[config.mk]
export PLATFORM = sky130hd
export DESIGN_NAME = sync_carrier_gen
export DESIGN_NICKNAME = d
export VERILOG_FILES = /design/src/rtl/sync_carrier_pkg.sv /design/src/rtl/sync_carrier_gen_counter.sv /design/src/rtl/sync_carrier_gen.sv
export SDC_FILE = /design/constraint.sdc
export NUM_CORES = 1
export LEC_CHECK = 0
export CORE_MARGIN = 5
export CORE_UTILIZATION = 40
export CTS_CLUSTER_SIZE = 14
export DETAILED_ROUTE_END_ITERATION = 10
export DONT_BUFFER_PORTS = 1
export GPL_TIMING_DRIVEN = 0
export PLACE_DENSITY_LB_ADDON = 0.12
export SYNTH_ARGS = -nofsm -noshare
export SYNTH_HDL_FRONTEND = slang
export SYNTH_SLANG_ARGS = --single-unit
[constraint.sdc]
create_clock -name CLK -period 3.75 [get_ports CLK]
set_input_delay 0.75 -clock CLK [delete_from_list [all_inputs] [get_ports CLK]]
set_output_delay 0.75 -clock CLK [all_outputs]
set_load 0.05 [all_outputs]
[src/rtl/sync_carrier_pkg.sv]
// Shared types and constants for the sync carrier generator.
// Optional build macro SYNC_UPDOWN_EN selects centre-aligned (triangle) carriers.
package sync_carrier_pkg;

  typedef enum logic [1:0] {
    IDLE    = 2'd0,
    RUN     = 2'd1,
    PENDING = 2'd2
  } state_t;

  localparam int MIN_PERIOD    = 2;
  localparam int DEF_BITS_DATA = 16;

  // Saturate a phase offset so it never exceeds the terminal count.
  function automatic logic [31:0] clamp_phase(input logic [31:0] phase,
                                              input logic [31:0] f);
    return (phase > f) ? f : phase;
  endfunction

endpackage

[src/rtl/sync_carrier_gen_counter.sv]
// One carrier channel: counter, terminal compare and registered sync pulse.
// With SYNC_UPDOWN_EN defined the counter runs up/down with a direction bit;
// otherwise it is a plain sawtooth and no direction logic exists.
module sync_phase_counter
  import sync_carrier_pkg::*;
#(
  parameter int BITS_DATA = DEF_BITS_DATA
) (
  input  logic                 CLK,
  input  logic                 RST,
  input  logic                 run,
  input  logic                 load,
  input  logic [BITS_DATA-1:0] load_val,
  input  logic [BITS_DATA-1:0] load_f,
  input  logic [BITS_DATA-1:0] f,
  output logic [BITS_DATA-1:0] cnt,
  output logic                 sync
);

  localparam logic [BITS_DATA-1:0] ONE = BITS_DATA'(1);

  logic [BITS_DATA-1:0] cnt_nxt;
  logic [BITS_DATA-1:0] f_nxt;
  logic                 live;

`ifdef SYNC_UPDOWN_EN
  logic dir_up;
  logic dir_nxt;

  // Next count for the triangle carrier: up to F, then down to 0.
  always_comb begin
    cnt_nxt = '0;
    dir_nxt = 1'b1;
    if (load) begin
      cnt_nxt = load_val;
    end else if (!run) begin
      cnt_nxt = '0;
    end else if (dir_up) begin
      if (cnt == f) begin
        cnt_nxt = f - ONE;
        dir_nxt = 1'b0;
      end else begin
        cnt_nxt = cnt + ONE;
      end
    end else if (cnt <= ONE) begin
      cnt_nxt = '0;
    end else begin
      cnt_nxt = cnt - ONE;
      dir_nxt = 1'b0;
    end
  end
`else
  // Next count for the sawtooth carrier: wrap to 0 after F.
  always_comb begin
    cnt_nxt = '0;
    if (load) begin
      cnt_nxt = load_val;
    end else if (run) begin
      cnt_nxt = (cnt == f) ? '0 : cnt + ONE;
    end
  end
`endif

  // A load brings a new terminal count with it, so compare against that.
  assign f_nxt = load ? load_f : f;
  assign live  = load | run;

  // Register count and the sync pulse aligned with count == F.
  always_ff @(posedge CLK) begin
    if (RST) begin
      cnt    <= '0;
      sync   <= 1'b0;
`ifdef SYNC_UPDOWN_EN
      dir_up <= 1'b1;
`endif
    end else begin
      cnt    <= cnt_nxt;
      sync   <= live && (cnt_nxt == f_nxt);
`ifdef SYNC_UPDOWN_EN
      dir_up <= dir_nxt;
`endif
    end
  end

endmodule

[src/rtl/sync_carrier_gen.sv]
// Multi-channel synchronisation carrier generator: master counter, shadow
// registers, load FSM and per-channel phase counters.
// Optional build macro SYNC_UPDOWN_EN selects centre-aligned carriers.
module sync_carrier_gen
  import sync_carrier_pkg::*;
#(
  parameter int CHANNELS  = 2,
  parameter int BITS_DATA = DEF_BITS_DATA
) (
  input  logic                          CLK,
  input  logic                          RST,
  input  logic                          iEN,
  input  logic [BITS_DATA-1:0]          iFREQUENCY,
  input  logic [CHANNELS*BITS_DATA-1:0] iPHASE,
  input  logic                          iLOAD,
  output logic                          oLOAD_ACK,
  output logic [CHANNELS*BITS_DATA-1:0] oCNT,
  output logic [CHANNELS-1:0]           oSYNC,
  output logic                          oBUSY
);

  localparam int CW = CHANNELS * BITS_DATA;
  localparam logic [BITS_DATA-1:0] F_MIN = BITS_DATA'(MIN_PERIOD);
  localparam logic [BITS_DATA-1:0] ONE   = BITS_DATA'(1);

  state_t               state;
  logic [BITS_DATA-1:0] f_act;
  logic [BITS_DATA-1:0] sh_f;
  logic [BITS_DATA-1:0] f_req;
  logic [CW-1:0]        ph_act;
  logic [CW-1:0]        sh_ph;
  logic [CW-1:0]        ph_req;
  logic [CW-1:0]        ld_ph;
  logic [BITS_DATA-1:0] ld_f;
  logic [BITS_DATA-1:0] m_cnt;
  logic                 at_bound;
  logic                 start;
  logic                 apply;
  logic                 ld;
  logic                 use_sh;
  logic                 run;

  // Range-limit requested settings before they reach the shadow registers.
  always_comb begin
    f_req  = (iFREQUENCY < F_MIN) ? F_MIN : iFREQUENCY;
    ph_req = '0;
    for (int k = 0; k < CHANNELS; k++) begin
      ph_req[k*BITS_DATA +: BITS_DATA] =
        BITS_DATA'(clamp_phase(32'(iPHASE[k*BITS_DATA +: BITS_DATA]), 32'(f_req)));
    end
  end

  // Load strobes: start from IDLE, or apply a pending load at the period boundary.
  always_comb begin
    start  = (state == IDLE) && iEN;
    apply  = (state == PENDING) && iEN && at_bound;
    ld     = start || apply;
    use_sh = apply || (start && oBUSY);
    ld_f   = use_sh ? sh_f : f_act;
    ld_ph  = use_sh ? sh_ph : ph_act;
    run    = iEN && (state != IDLE);
  end

`ifdef SYNC_UPDOWN_EN
  logic m_dir_up;

  // Master triangle counter; the period ends as it returns to 0.
  always_ff @(posedge CLK) begin
    if (RST || ld || !run) begin
      m_cnt    <= '0;
      m_dir_up <= 1'b1;
    end else if (m_dir_up) begin
      if (m_cnt == f_act) begin
        m_cnt    <= f_act - ONE;
        m_dir_up <= 1'b0;
      end else begin
        m_cnt <= m_cnt + ONE;
      end
    end else if (m_cnt <= ONE) begin
      m_cnt    <= '0;
      m_dir_up <= 1'b1;
    end else begin
      m_cnt <= m_cnt - ONE;
    end
  end

  assign at_bound = !m_dir_up && (m_cnt == ONE);
`else
  // Master sawtooth counter; the period ends at count F.
  always_ff @(posedge CLK) begin
    if (RST || ld || !run) begin
      m_cnt <= '0;
    end else begin
      m_cnt <= (m_cnt == f_act) ? '0 : m_cnt + ONE;
    end
  end

  assign at_bound = (m_cnt == f_act);
`endif

  // Load FSM with shadow capture, active settings and ack/busy flags.
  always_ff @(posedge CLK) begin
    if (RST) begin
      state     <= IDLE;
      f_act     <= F_MIN;
      ph_act    <= '0;
      sh_f      <= '0;
      sh_ph     <= '0;
      oBUSY     <= 1'b0;
      oLOAD_ACK <= 1'b0;
    end else begin
      oLOAD_ACK <= ld && use_sh;
      if (ld) begin
        f_act  <= ld_f;
        ph_act <= ld_ph;
      end
      // A capture on the apply edge stays pending; the old shadow is applied.
      if (iLOAD) begin
        sh_f  <= f_req;
        sh_ph <= ph_req;
        oBUSY <= 1'b1;
      end else if (ld && use_sh) begin
        oBUSY <= 1'b0;
      end
      case (state)
        IDLE: begin
          if (iEN) state <= iLOAD ? PENDING : RUN;
        end
        RUN: begin
          if (!iEN)       state <= IDLE;
          else if (iLOAD) state <= PENDING;
        end
        PENDING: begin
          if (!iEN)                 state <= IDLE;
          else if (apply && !iLOAD) state <= RUN;
        end
        default: state <= IDLE;
      endcase
    end
  end

  for (genvar k = 0; k < CHANNELS; k++) begin : g_ch
    sync_phase_counter #(
      .BITS_DATA(BITS_DATA)
    ) u_cnt (
      .CLK     (CLK),
      .RST     (RST),
      .run     (run),
      .load    (ld),
      .load_val(ld_ph[k*BITS_DATA +: BITS_DATA]),
      .load_f  (ld_f),
      .f       (f_act),
      .cnt     (oCNT[k*BITS_DATA +: BITS_DATA]),
      .sync    (oSYNC[k])
    );
  end

endmodule

# Word level (Yosys, flattened, before mapping)
# Cells that the tools add are included.
# W data, S select, Z words.
[word_totals]
register_bits = 150
input_bits = 52
output_inout_bits = 36
word_cells = 70
[classes]
n_addsub = 3
magnitude_cmp = 3
n_eq_ne = 10
muxes = 21
n_bitwise = 1
reduce_logical = 20
[op_table]
columns = ["op", "count"]
rows = [
  ["$mux W16", 11],
  ["$eq A16 B16 Y1", 5],
  ["$add A16 B1 Y16 const B", 3],
  ["$gt A16 B16 Y1", 2],
  ["$mux W32", 1],
  ["$lt A16 B2 Y1 const B", 1],
  ["$mux W2", 6],
  ["$logic_and A1 B1 Y1", 9],
  ["$pmux W2 S3", 1],
  ["$logic_or A1 B1 Y1", 4],
  ["$reduce_bool A2 Y1", 2],
  ["$ne A3 B2 Y1 const B", 1],
  ["$ne A3 B3 Y1 const B", 1],
  ["$reduce_and A3 Y1", 1],
  ["$eq A2 B1 Y1 const B", 1],
  ["$eq A2 B2 Y1 const B", 1],
  ["$logic_not A1 Y1", 2],
  ["$logic_not A2 Y1", 1],
  ["$mux W1", 2],
  ["$ne A2 B2 Y1 const B", 1],
  ["$reduce_or A2 Y1", 1],
  ["$or A1 B1 Y1", 1],
]

# Depth between registers and ports, before layout
[depth]
ltp_word = 8
depth_mapped = 13
depth_no_buf = 12

# Hierarchy
# A second synthesis with hierarchy kept.
[hier_totals]
hier_cells = 1191
area_unflattened_um2 = 10136.0
[by_module_without_submodules]
columns = ["mod", "instances", "cells_each", "area_each_um2", "seq_area_each_um2"]
rows = [
  ["sync_carrier_gen", 1, 723, 6727.7, 2322.2],
  ["sync_phase_counter (g_ch[1].u_cnt)", 1, 238, 1729.2, 340.3],
  ["sync_phase_counter (g_ch[0].u_cnt)", 1, 230, 1679.1, 340.3],
]

# Worst setup path before layout
# Ideal clock, no wire load.
[synth_path]
kind = "reg2reg"
startpoint = "reg g_ch[1].u_cnt.cnt[5]"
endpoint = "reg g_ch[1].u_cnt.sync"
setup_time_ns = 0.092
t_arrival_ns = 3.089
t_required_ns = 3.658
slack_ns = 0.569
path_stages_with_launch = 10
n_path_buf = 1
period_less_slack_ns = 3.181
path_cell_list = "dfxtp_1 -> clkbuf_1 -> xnor2_1 -> nand4_1 -> nor4_1 -> a211oi_4 -> a222oi_1 -> xor2_1 -> or4_1 -> nor4_1"
[synth_via]
elab_chain_cells = 6
elab_cells_between_ends = 7
cone_classes = "add/sub (1); eq/ne (2); mux (3); reduce/logical (1)"
[synth_rtl]
columns = ["item", "line", "rtl"]
rows = [
  ["start: declaration", "sync_carrier_gen_counter.sv:16", "output logic [BITS_DATA-1:0] cnt,"],
  ["start signal: assignment", "sync_carrier_gen_counter.sv:77", "cnt <= cnt_nxt;"],
  ["$add A16 B1 Y16 / $eq A16 B16 Y1 (equally long branches)", "sync_carrier_gen_counter.sv:59", "cnt_nxt = (cnt == f) ? '0 : cnt + ONE;"],
  ["$mux W16 (*)", "sync_carrier_gen_counter.sv:59", ""],
  ["$mux W16 (*)", "sync_carrier_gen_counter.sv:58", "end else if (run) begin"],
  ["$mux W16 (*)", "sync_carrier_gen_counter.sv:56", "if (load) begin"],
  ["$eq A16 B16 Y1 (*)", "sync_carrier_gen_counter.sv:78", "sync <= live && (cnt_nxt == f_nxt);"],
  ["$logic_and A1 B1 Y1 (*)", "sync_carrier_gen_counter.sv:78", ""],
  ["end signal: assignment", "sync_carrier_gen_counter.sv:78", ""],
  ["end: declaration", "sync_carrier_gen_counter.sv:17", "output logic sync"],
]
# Every way passes the cells marked *; elsewhere a longest branch is shown, timed or not.
# A chain may end at the register's enable or synchronous reset.

# Worst setup path after layout
[layout_path]
startpoint = "reg oBUSY"
endpoint = "reg g_ch[1].u_cnt.sync"
[layout_via]
elab_chain_cells = 6
elab_cells_between_ends = 8
cone_classes = "eq/ne (1); mux (4); reduce/logical (3)"
[layout_rtl]
columns = ["item", "line", "rtl"]
rows = [
  ["start: declaration", "sync_carrier_gen.sv:19", "output logic oBUSY"],
  ["start signal: assignment", "sync_carrier_gen.sv:109", "oBUSY <= 1'b0;"],
  ["start signal: assignment", "sync_carrier_gen.sv:121", "oBUSY <= 1'b1;"],
  ["start signal: assignment", "sync_carrier_gen.sv:123", "oBUSY <= 1'b0;"],
  ["$logic_and A1 B1 Y1 (*)", "sync_carrier_gen.sv:58", "use_sh = apply || (start && oBUSY);"],
  ["$logic_or A1 B1 Y1 (*)", "sync_carrier_gen.sv:58", ""],
  ["$mux W32 / $mux W16 (equally long branches)", "sync_carrier_gen.sv:60, sync_carrier_gen.sv:59", ""],
  ["$mux W16 (on tied branches)", "--", ""],
  ["$eq A16 B16 Y1 (*)", "sync_carrier_gen_counter.sv:78", ""],
  ["$logic_and A1 B1 Y1 (*)", "sync_carrier_gen_counter.sv:78", ""],
]
# Marks and branches as above.

==> impl_metrics.py <==
metrics = {
    "die": {
        "core_area_sq_um": 20100,
        "die_x_um": 152,
        "rows": 52,
        "ios": 88,
        "die_h_um": 152,
        "initial_utilization_pct": 40.2,
        "fp.dieArea_sq_um": 23200,
    },
    "global_routing": {
        "grt_overflow": 0,
        "grt_pass1_vias": 6634,
        "grt_usage_pct": 23.4,
        "antenna_found_initial": 0,
        "grt_max_degree": 17,
        "grt_pass1_wl_mm": 41.8,
    },
    "critical_path": {
        "crit_slowest_cell": "clkbuf_1",
        "path_delay_family": "simple AND/OR/NAND/NOR gates",
        "path_cells": "nor3_1 -> clkbuf_1 -> clkbuf_1 -> a221oi_1 -> xnor2_1 -> and4_1 -> nand4_1 -> nor4_1",
        "endpoint_kind": "flip-flop",
        "cp-startpoint": "oBUSY$_SDFFE_PP0P_",
        "r2r_start": "oBUSY$_SDFFE_PP0P_",
        "crit_buf_inv": 2,
        "slowest_delay_ns": 0.60,
        "critPathMaxFanout": 10,
        "cp.required_ns": 4.04,
        "crit_top_cell": "clkbuf_1",
        "critPathKind": "flip-flop to flip-flop",
        "startpoint_type": "flip-flop",
        "worstPathArrival_ns": 3.93,
    },
    "route": {
        "wl_per_cell_um": 22.6,
        "route.detailed.drc": 0,
        "first_pass_iters": 8,
        "drt_wl_total_mm": 27.7,
        "ant_nets": 0,
        "vias": 6817,
        "drtIter0Drc": 537,
        "via_per_inst": 5.56,
    },
    "timing": {
        "slew-limit-headroom_pct": 41.7,
        "whs_ns": 0.454,
        "fin_crit_sh_pct": 97.0,
        "min_period_ns": 3.64,
        "hold_viol": 0,
        "setup_viol": 0,
        "layout_setup_ws_ns": 0.111,
        "clock.fmax_ghz": 0.275,
        "rsz0062_at_grt": "no",
        "fin_skew_ns": 0.0120,
        "tightestPinTransition_ns": 0.853,
        "slew_viol_final": 0,
        "setup_tns_ns": 0,
    },
    "synthesis": {
        "ys_async_sr_fraction_pct": 0,
        "syn_nets": 1010,
        "syn_area_per_cell_sq_um": 8.75,
        "synth_top_flop_cell": "dfxtp_1",
        "synth_edf_count": 0,
        "ys_seq_elements": 150,
        "synthCells": 925,
        "ys_warn_count": 0,
        "synth_cell_types": 57,
        "yosysSeqAreaShare_pct": 37.1,
        "netlist_area_sq_um": 8090,
    },
    "worst_hold_path": {
        "min_path_type": "flip-flop to flip-flop",
        "hp-start": "ph_act[24]$_SDFFE_PP0N_",
    },
    "clock_network": {
        "cts_buffer_depth": 2,
        "htreeDepth": 4,
        "hold_buffers": 0,
        "clkTransAtPathRegs_ns": 0.07,
        "cts_buffers": 17,
        "clock-sinks": 150,
        "cts_tree": "yes",
        "cts_root_buf": "clkbuf_16",
        "worstSkewPairLatency_ns": 0.44,
    },
    "job": {
        "maxCapViolCount": 0,
    },
    "placed_design": {
        "dp_worst_setup_slack_ns": -0.257,
        "gp_congestion": 0.922,
        "place.port_buffers": 0,
        "dp_hpwl_mm": 21.7,
    },
    "final_layout": {
        "layout.nets": 1029,
        "drive_gt1_share_pct": 7.21,
        "diodes": 0,
        "area_delta_synth_final_pct": 11.6,
        "layout_common_cells": "144 x dfxtp_1, 123 x nor2_1, 87 x nand2_1",
        "final_common_cell": "dfxtp_1",
    },
    "run_status": {
        "outcome": "complete, no violations",
    },
    "power": {
        "leakage_nw": 3.57,
        "vdd_drop_max_uv": 294,
        "p_per_area_nw_per_um2": 429,
    },
}
==> path summary, 6_finish.rpt <==
check                                                endpoint  depth (start not counted)  slack [ns]
worst min register to register        ph_act[24]$_SDFFE_PP0N_                          2        0.45
worst max register to register  g_ch[1].u_cnt.sync$_SDFF_PP0_                          8        0.11
worst max-delay path            g_ch[1].u_cnt.sync$_SDFF_PP0_                          8        0.11
worst min-delay path                  ph_act[24]$_SDFFE_PP0N_                          2        0.45
==> metrics by stage <==
step	cell area [sq um]	std cells	utilization, %	total power, mW
after floorplan	8090	925	-	2.11
after global placement	8430	1195	41.9	2.26
after detailed placement	8430	1195	41.9	2.27
after CTS	9010	1227	44.8	3.90
after global routing	9030	1227	44.9	4.03
final	9030	1227	44.9	3.88
==> state kept, by name, indices dropped and copies added (netlist names) <==
signal and cells:
g_ch.u_cnt.sync 2, m_cnt 16, f_act 16, oLOAD_ACK 1, sh_f 16, oBUSY 1, ph_act 32, g_ch.u_cnt.cnt 32
sh_ph 32, state 2
==> worst min-delay path, cell delays in order, from the launching register on <==
cell	delay (ns)
dfxtp_1	0.31
nand2_1	0.05
a21oi_1	0.05
==> where the power goes <==
part | switching, mW | internal, mW
Clock | 0.767 | 0.871
Sequential | 0.109 | 1.65
Combinational | 0.284 | 0.191
Total | 1.16 | 2.72
==> synthesized netlist by cell type, types with 4 or more instances <==
cell type	count	area share, %
and4_1	6	0.65
nand4_1	22	1.7
xnor2_1	77	8.3
and3_1	10	0.77
nor4_1	13	1.0
a2111oi_0	4	0.43
dfxtp_1	150	37
mux2i_1	64	7.9
nor2_1	123	5.7
nand2_1	87	4.0
a211oi_1	33	3.1
nor3_1	11	0.68
buf_1	7	0.32
a21o_1	6	0.56
ha_1	33	5.1
o21ai_0	9	0.56
buf_2	7	0.43
a222oi_1	5	0.62
a22o_1	5	0.54
inv_1	28	1.3
and2_1	13	1.0
xor2_1	47	5.1
nand3_1	19	1.2
clkbuf_1	28	1.3
nand2b_1	5	0.39
a21oi_1	56	3.5
a22oi_1	4	0.37
a221oi_1	15	1.6
==> metal layers <==
layer  track usage [%]  wire length (um)  vias to the layer above
li1                  -                 -                     3292
met1              30.6             12100                     3230
met2              37.5             12700                      257
met3              6.93              2280                       38
met4              7.36               607                        0
met5                 0                 0                        -
==> logic make-up after synthesis <==
logic type               after synthesis  share of synthesized area, %
flip-flops                           150                          37.1
adder cells (fa/ha/maj)               34                          5.24
buffers and inverters                 77                          4.30
XOR/XNOR                             124                          13.4
AND/OR/NAND/NOR                      315                          17.7
multiplexers                          66                          8.20
AO/OA/AOI/OAI                        159                          14.1
==> cell type report <==
cell class / instances / area [sq um]
plain buffers: 49 / 243
multi-input cells: 698 / 4770
flip-flops and latches: 150 / 3010
fillers: 2009 / 11100
inverters: 28 / 105
well taps: 270 / 338
clock inverters: 15 / 141
clock buffers: 17 / 425
==> repair_timing <==
item                       in CTS  in global routing
gates resized for setup         2                  8
pin swaps                       0                  0
setup buffers                   0                  0
hold endpoints to repair        0                  0
setup endpoints to repair       1                  2
Note: power is estimated with default switching activity, not from simulation.
